File: src/rtl/aes_pkg.sv
// rtl/aes_pkg.sv - shared block geometry and FSM encodings for the AES byte adapter
package aes_pkg;

  localparam int BLOCK_W   = 128;
  localparam int NUM_BYTES = 16;
  localparam int CNT_W     = 4;

  typedef enum logic [2:0] {
    S_RX         = 3'd0,
    S_LOAD       = 3'd1,
    S_WAIT_START = 3'd2,
    S_WAIT_DONE  = 3'd3,
    S_TX         = 3'd4
  } state_e;

endpackage

File: src/rtl/aes_byte_stream_adapter.sv
// rtl/aes_byte_stream_adapter.sv - packs 16 input bytes into an AES block, runs the core, streams the result MSB-first
module aes_byte_stream_adapter
  import aes_pkg::*;
#(
  parameter int START_TIMEOUT = 8
) (
  input  logic               clk,
  input  logic               rst_n,
  input  logic               s_valid_i,
  input  logic [7:0]         s_data_i,
  input  logic               s_dec_i,
  output logic               s_ready_o,
  output logic               core_load_o,
  output logic [BLOCK_W-1:0] core_data_o,
  output logic               core_dec_o,
  input  logic [BLOCK_W-1:0] core_data_i,
  input  logic               core_busy_i,
  output logic               m_valid_o,
  output logic [7:0]         m_data_o,
  input  logic               m_ready_i,
  output logic               trigger_o,
  output logic               err_o
);

  localparam int TMR_W = (START_TIMEOUT < 2) ? 1 : $clog2(START_TIMEOUT + 1);
  localparam logic [TMR_W-1:0] TMR_LAST = TMR_W'(START_TIMEOUT - 1);
  localparam logic [CNT_W-1:0] CNT_LAST = CNT_W'(NUM_BYTES - 1);

  state_e             state_q, state_d;
  logic [CNT_W-1:0]   cnt_q, cnt_d;
  logic [BLOCK_W-1:0] blk_q, blk_d;
  logic               dec_q, dec_d;
  logic [BLOCK_W-1:0] tx_q, tx_d;
  logic [TMR_W-1:0]   timer_q, timer_d;
  logic               err_q, err_d;

  always_ff @(posedge clk or negedge rst_n) begin
    if (!rst_n) begin
      state_q <= S_RX;
      cnt_q   <= '0;
      blk_q   <= '0;
      dec_q   <= 1'b0;
      tx_q    <= '0;
      timer_q <= '0;
      err_q   <= 1'b0;
    end else begin
      state_q <= state_d;
      cnt_q   <= cnt_d;
      blk_q   <= blk_d;
      dec_q   <= dec_d;
      tx_q    <= tx_d;
      timer_q <= timer_d;
      err_q   <= err_d;
    end
  end

  always_comb begin
    state_d = state_q;
    cnt_d   = cnt_q;
    blk_d   = blk_q;
    dec_d   = dec_q;
    tx_d    = tx_q;
    timer_d = timer_q;
    err_d   = 1'b0;

    case (state_q)
      S_RX: begin
        if (s_valid_i) begin
          // First byte lands in the MSB so the block reads in stream order
          blk_d[(BLOCK_W - 1) - 8 * int'(cnt_q) -: 8] = s_data_i;
          if (cnt_q == '0) begin
            dec_d = s_dec_i;
          end
          cnt_d = cnt_q + 1'b1;
          if (cnt_q == CNT_LAST) begin
            state_d = S_LOAD;
          end
        end
      end
      S_LOAD: begin
        timer_d = '0;
        state_d = S_WAIT_START;
      end
      S_WAIT_START: begin
        if (core_busy_i) begin
          state_d = S_WAIT_DONE;
        end else if (timer_q == TMR_LAST) begin
          // Core never started: drop the block, counter is already back at 0
          err_d   = 1'b1;
          state_d = S_RX;
        end else begin
          timer_d = timer_q + 1'b1;
        end
      end
      S_WAIT_DONE: begin
        if (!core_busy_i) begin
          tx_d    = core_data_i;
          state_d = S_TX;
        end
      end
      S_TX: begin
        if (m_ready_i) begin
          tx_d  = {tx_q[BLOCK_W-9:0], 8'h00};
          cnt_d = cnt_q + 1'b1;
          if (cnt_q == CNT_LAST) begin
            state_d = S_RX;
          end
        end
      end
      default: begin
        state_d = S_RX;
      end
    endcase
  end

  assign s_ready_o   = (state_q == S_RX);
  assign core_load_o = (state_q == S_LOAD);
  assign core_data_o = blk_q;
  assign core_dec_o  = dec_q;
  assign m_valid_o   = (state_q == S_TX);
  assign m_data_o    = tx_q[BLOCK_W-1 -: 8];
  assign trigger_o   = (state_q == S_LOAD) || (state_q == S_WAIT_START) ||
                       (state_q == S_WAIT_DONE);
  assign err_o       = err_q;

endmodule

File: config.mk
export PLATFORM = sky130hd
export DESIGN_NAME = aes_byte_stream_adapter
export DESIGN_NICKNAME = d
export VERILOG_FILES = /design/src/rtl/aes_pkg.sv /design/src/rtl/aes_byte_stream_adapter.sv
export SDC_FILE = /design/constraint.sdc
export NUM_CORES = 1
export LEC_CHECK = 0
export ABC_AREA = 1
export CORE_ASPECT_RATIO = 1.4
export CORE_MARGIN = 1
export CORE_UTILIZATION = 40
export CTS_CLUSTER_DIAMETER = 80
export DETAILED_ROUTE_END_ITERATION = 12
export GPL_ROUTABILITY_DRIVEN = 0
export PLACE_DENSITY = 0.73
export SYNTH_ARGS = -nofsm -noshare
export SYNTH_HDL_FRONTEND = slang
export SYNTH_SLANG_ARGS = --single-unit
export TNS_END_PERCENT = 5
File: constraint.sdc
create_clock -name clk -period 2.63 [get_ports clk]
set_input_delay 0.526 -clock clk [delete_from_list [all_inputs] [get_ports clk]]
set_output_delay 0.526 -clock clk [all_outputs]
set_load 0.02 [all_outputs]
==> impl_metrics.toml, run 1 <==
[setup_path]
critPathArrivalTime_ns = 1.97
critPathCaptureType = "primary output"
worst_r2r_endpoint = "tx_q[12]"
critPathKind = "reg -> out"
r2r_cells = 9
reg2reg_from = "state_q[1]"
crit_required_ns = 2.10
reg2reg_slack_ns = 0.61
worstPathMaxFanout = 5
setup.worst_path.start_class = "flop"

[floorplan]
die_y_um = 212
die_area_sq_um = 32100
num_io_pins = 284
die_w_um = 152
fp-row-count = 76
core_area_sq_um = 30800
start_util = 0.408

[power_and_ir_drop]
p_per_area_nw_per_um2 = 1010
leakage_nw = 8.66
p_clk_frac = 0.210
combPwrFrac = 0.389
swShare = 0.390
vdd_drop_max_uv = 461
switchingPower_w = 0.00653
intPower_w = 0.0102
p_seq_frac = 0.400

[hold_path]
hold_end = "tx_q[40]"
min_path_type = "reg -> reg"
min_from = "tx_q[40]"
hold-path-cell-count = 2

[grt]
grt.overflow.total = 0
antenna_found_initial = 0
grt_start_max_net_pins = 129
grt_pass1_vias = 11200
grt_pass1_wl_um = 58900
grt.total_usage = 0.232

[yosys]
synth_area_sq_um = 12600
synth_cells = 1672
synth_mux_area_frac = 0
yosysSeqAreaShare = 0.536
synth_xor_area_frac = 0.00209
synth_warnings = 0
yosys.area_share.simple = 0.369
post_synth.cell_area_avg_sq_um = 7.51
synth_fa_ha_area_frac = 0.00697
synth_compound_area_frac = 0.0416
synth_top_family_by_area = "simple AND/OR/NAND/NOR gates"
ys_types = 23
syn_nets = 1821
ys_seq_elements = 269

[timing]
holdWs_ns = 0.479
rsz0062_at_grt = "false"
finalHoldViolations = 0
fin_skew_ns = 0.00707
finalSetupTns_ns = 0
drv_slew = 0
max_clock_freq_mhz = 401
worstMarginPinSlew_ns = 0.702
min_period_ns = 2.49
setup_slack_ns = 0.136
setup_viol = 0
slew_headroom = 0.529
finalCritPeriodShare = 0.948

[detailed_routing]
vias = 11700
wl_um = 37400
drt.antenna.violating_nets = 0
viasPerCell = 5.05
drt-initial-drc-count = 747
wl_per_cell_um = 16.1
dr.pass1.iters = 5
drc = 0

[place]
place_hpwl_um = 25700
dp.cells = 2278
post-place-ws_ns = 0.400
io_buffers = 283

[cells_and_area]
register_area_sq_um = 6730
nets = 2067
fin_util = 0.538
antennaDiodeCount = 0
final.fill_count = 2880
final_layout_size_suffix_gt1_frac = 0.0445
finalNonFillerCells = 2321
multi_input_area_sq_um = 5290
area_delta_synth_final_pct = 32.0

[clock_tree]
cts_root_buf = "clkbuf_16"
cts_tree = "done"
insertion_delay_ns = 0.53
htreeDepth = 1
cts.sinks = 269
clk_path_buf_depth = 3
cts_setup_buffers = 0
cts-buffers-inserted = 27
clk_pin_slew_ns = 0.06

[outcome]
status = "finished clean"

[run]
max-cap-violations = 0
## worst max-delay path by stage
| stage | slack (ns) | cells after the start | to | from |
|---|---|---|---|---|
| after global placement | 0.42 | 7 | core_data_o[10] | s_valid_i |
| final | 0.14 | 4 | s_ready_o | state_q[1] |
| after CTS | 0.03 | 4 | m_valid_o | state_q[1] |
| after detailed placement | 0.40 | 7 | core_data_o[38] | s_valid_i |
| after global routing | 0.02 | 4 | s_ready_o | state_q[1] |
| after floorplan | 0.84 | 8 | core_data_o[120] | cnt_q[0] |
## flip-flops by register name, summed over array words and instances, names as in the netlist
signal	flops
core_dec_o	1
core_data_o	128
timer_q	4
tx_q	128
state_q	3
err_o	1
cnt_q	4
## power groups by stage
stage          logic, W  registers [W]  clock network (W)
6_report        0.00652        0.00671            0.00353
5_1_grt         0.00722        0.00688            0.00376
4_1_cts         0.00657        0.00671            0.00360
3_5_place_dp    0.00652        0.00675                  0
3_3_place_gp    0.00640        0.00671                  0
2_1_floorplan   0.00331        0.00714                  0
## cell usage in the layout, fill, tap and decap left out, drive strengths merged, types with 6 or more instances in the layout
cell	instances
inv	24
nand3	137
nor2	54
nand2	955
buf	27
clkbuf	38
clkinv	6
o21ai	101
ha	7
dfrtp	269
clkdlybuf4s50	280
nor3	18
## metrics by stage
step | cell area [sq um] | power [W]
after detailed placement | 15800 | 0.0133
after CTS | 16600 | 0.0169
final | 16600 | 0.0168
after global routing | 16600 | 0.0179
after global placement | 15800 | 0.0131
after floorplan | 12600 | 0.0105
## final cells by class
class	count	share of cell area
Sequential cell	269	0.406
Multi-Input combinational cell	1282	0.319
Timing Repair Buffer	310	0.192
Clock buffer	38	0.0457
Tap cell	390	0.0294
Inverter	28	0.00649
Clock inverter	4	0.00151
## logic make-up (layout without fill, tap and decap cells)
family                   Yosys count  count (layout)
AND/OR/NAND/NOR                 1168            1168
flip-flops                       269             269
XOR/XNOR                           3               3
adder cells (fa/ha/maj)            7               7
AO/OA/AOI/OAI                    104             104
buffers and inverters            121             380
## critical path: stages (launching register included)
cell	delay (ns)
dfrtp_1	0.44
inv_2	0.10
nand2_2	0.10
nor2_2	0.16
clkdlybuf4s50_1	0.66
## synth_stat cells (all sizes together)
master	n	area share
inv	26	0.0078
o211ai	1	0.00060
a21oi	2	0.00080
clkinv	2	0.00060
nand3	137	0.055
ha	7	0.0070
o21ai	101	0.040
clkbuf	32	0.0096
dfrtp	269	0.54
nand2	955	0.29
nand4	3	0.0015
nor2	54	0.019
buf	61	0.026
nor3	18	0.0072
nor3b	1	0.00060
xor2	3	0.0021
## repair_timing
item	CTS	global route
resized for setup	1	1
endpoints found under the setup margin	1	1
endpoints found under the hold margin	54	0
hold buffers	1	0
## routing by layer
| metal | vias to the layer above | global-route usage | routed length, um |
|---|---|---|---|
| met1 | 5530 | 0.291 | 14900 |
| met2 | 411 | 0.402 | 18800 |
| met4 | 0 | 0.0642 | 902 |
| li1 | 5716 | - | - |
| met3 | 61 | 0.0448 | 2850 |
| met5 | - | 0 | 0 |
Power figures use the tool's default switching activity.
==> run 2, diff against run 1 <==
==> constraint.sdc (replaced) <==
create_clock -name clk -period 2.63 [get_ports clk]
set_input_delay 0.789 -clock clk [delete_from_list [all_inputs] [get_ports clk]]
set_output_delay 0.789 -clock clk [all_outputs]
set_load 0.02 [all_outputs]
==> impl_metrics.toml, run 2 (synthesized netlist as in run 1, its figures left out) <==
[detailed_routing]
vias = 11800
wl_um = 37700
drc = 0
viasPerCell = 5.05
drt.antenna.violating_nets = 0
dr.pass1.iters = 6
drt-initial-drc-count = 880
wl_per_cell_um = 16.1

[timing]
worstMarginPinSlew_ns = 0.579
slew_headroom = 0.611
drv_slew = 0
fin_skew_ns = 0.0170
min_period_ns = 2.51
max_clock_freq_mhz = 398
holdWs_ns = 0.140
finalCritPeriodShare = 0.956
rsz0062_at_grt = "false"
finalHoldViolations = 0
setup_viol = 0

[clock_tree]
htreeDepth = 1
cts.sinks = 269
clk_pin_slew_ns = 0.06
clk_path_buf_depth = 3
insertion_delay_ns = 0.54
hold_buffers = 0
cts_root_buf = "clkbuf_16"
cts_tree = "done"
cts_setup_buffers = 0
cts-buffers-inserted = 27

[power_and_ir_drop]
vdd_drop_max_uv = 633
p_per_area_nw_per_um2 = 1030
leakage_nw = 8.81

[outcome]
status = "finished clean"

[grt]
grt_pass1_vias = 11400
grt_pass1_wl_um = 58600
antenna_found_initial = 0
grt.overflow.total = 0
grt_start_max_net_pins = 87
grt.total_usage = 0.231

[setup_path]
worstPathMaxFanout = 5
slowest_stage = "dlygate4sd2_1"
crit_required_ns = 1.84
cp_top_family = "buffers and inverters"
cp_num_buf_inv = 2
r2r_cells = 9
cp_num_cells = 3
critPathKind = "reg -> out"
critPathArrivalTime_ns = 1.72
path_cells = "inv_2 > a21oi_1 > dlygate4sd2_1"
reg2reg_from = "state_q[1]"
slowest_delay_ns = 0.48
worst_r2r_endpoint = "tx_q[28]"
reg2reg_slack_ns = 0.44
setup.worst_path.start_class = "flop"
critPathCaptureType = "primary output"

[place]
io_buffers = 283
place_hpwl_um = 25900
detailed_place.area_sq_um = 15900

[hold_path]
min_path_type = "in -> async"

[floorplan]
die_y_um = 212
die_w_um = 152
start_util = 0.408
die_area_sq_um = 32100
fp-row-count = 76
num_io_pins = 284
core_area_sq_um = 30800

[cells_and_area]
area_delta_synth_final_pct = 33.7
nets = 2080
final_area_sq_um = 16800
final_cell_mix = "951 x nand2_1, 278 x clkdlybuf4s50_1, 269 x dfrtp_1, 136 x nand3_1, 101 x o21ai_0"
fin_util = 0.545
antennaDiodeCount = 0
final_layout_size_suffix_gt1_frac = 0.0574
final.fill_count = 2810
final_common_cell = "nand2_1"

[run]
max-cap-violations = 0
[run 2: cell types whose count changed in the layout (fill, tap and decap cells not counted), sizes merged, moves of 2 or more]
cell	change
clkdlybuf4s50	-2
bufinv	+3
dlygate4sd2	+2
buf	+14
clkinv	+7
clkinvlp	-2
[run 2: worst reg2reg max path, cell delays in order (launching register included)]
cell and delay (ns):
dfrtp_1 0.44, inv_2 0.10, nand2_2 0.09, nor2_4 0.15, buf_4 0.35, buf_4 0.52, nand2_1 0.23, nand2_1 0.11
nand3_1 0.06, nand2_1 0.07
[run 2: power breakdown]
part,leakage (nW),internal [W],switching [W],total [W]
sequential,3.51,0.00572,0.000982,0.00670
clock,0.462,0.00234,0.00161,0.00396
combinational,4.83,0.00257,0.00404,0.00661
[run 2: cell type report]
class | count | area, sq um | area share
Clock inverter | 13 | 144 | 0.00857
Clock buffer | 36 | 769 | 0.0458
Sequential cell | 269 | 6730 | 0.401
Timing Repair Buffer | 323 | 3270 | 0.195
Tap cell | 390 | 488 | 0.0291
Inverter | 28 | 108 | 0.00641
Multi-Input combinational cell | 1282 | 5290 | 0.315
[run 2: timing repair]
item | 4_1_cts | 5_1_grt
gates cloned | 0 | 0
gates resized for setup | 4 | 2
endpoints found under the setup margin | 4 | 1
[run 2: layer usage]
metal  up-vias  global-route usage  wire (um)
li1       5740                   -          -
met1      5558               0.287      15000
met2       448               0.397      18800
met3        66              0.0450       2840
met4         0              0.0816       1110
met5         -                   0          0
[run 2: how the worst max path moves through the flow]
stage | start | endpoint | slack [ns]
global placement | s_valid_i | core_data_o[15] | -0.16
finish | state_q[1] | trigger_o | 0.12
global route | state_q[2] | core_load_o | 0.0009
CTS | state_q[1] | s_ready_o | 0.01
detailed placement | s_valid_i | core_data_o[15] | -0.11
floorplan | state_q[1] | m_valid_o | 0.75
[run 2: through the flow]
stage	worst slack [ns]	total power [W]	cells	TNS (ns)
global route	0.000943	0.0184	2341	0
finish	0.116	0.0173	2341	0
detailed placement	-0.109	0.0134	2292	-1.98
global placement	-0.161	0.0132	2292	-3.89
floorplan	0.750	0.0105	1672	0
CTS	0.0106	0.0174	2341	0
==> run 3, diff against run 2 <==
- SLEW_MARGIN: default -> 20
==> results of run 3 <==
Same layout as run 2: the final DEF is identical, and so are final timing and power.
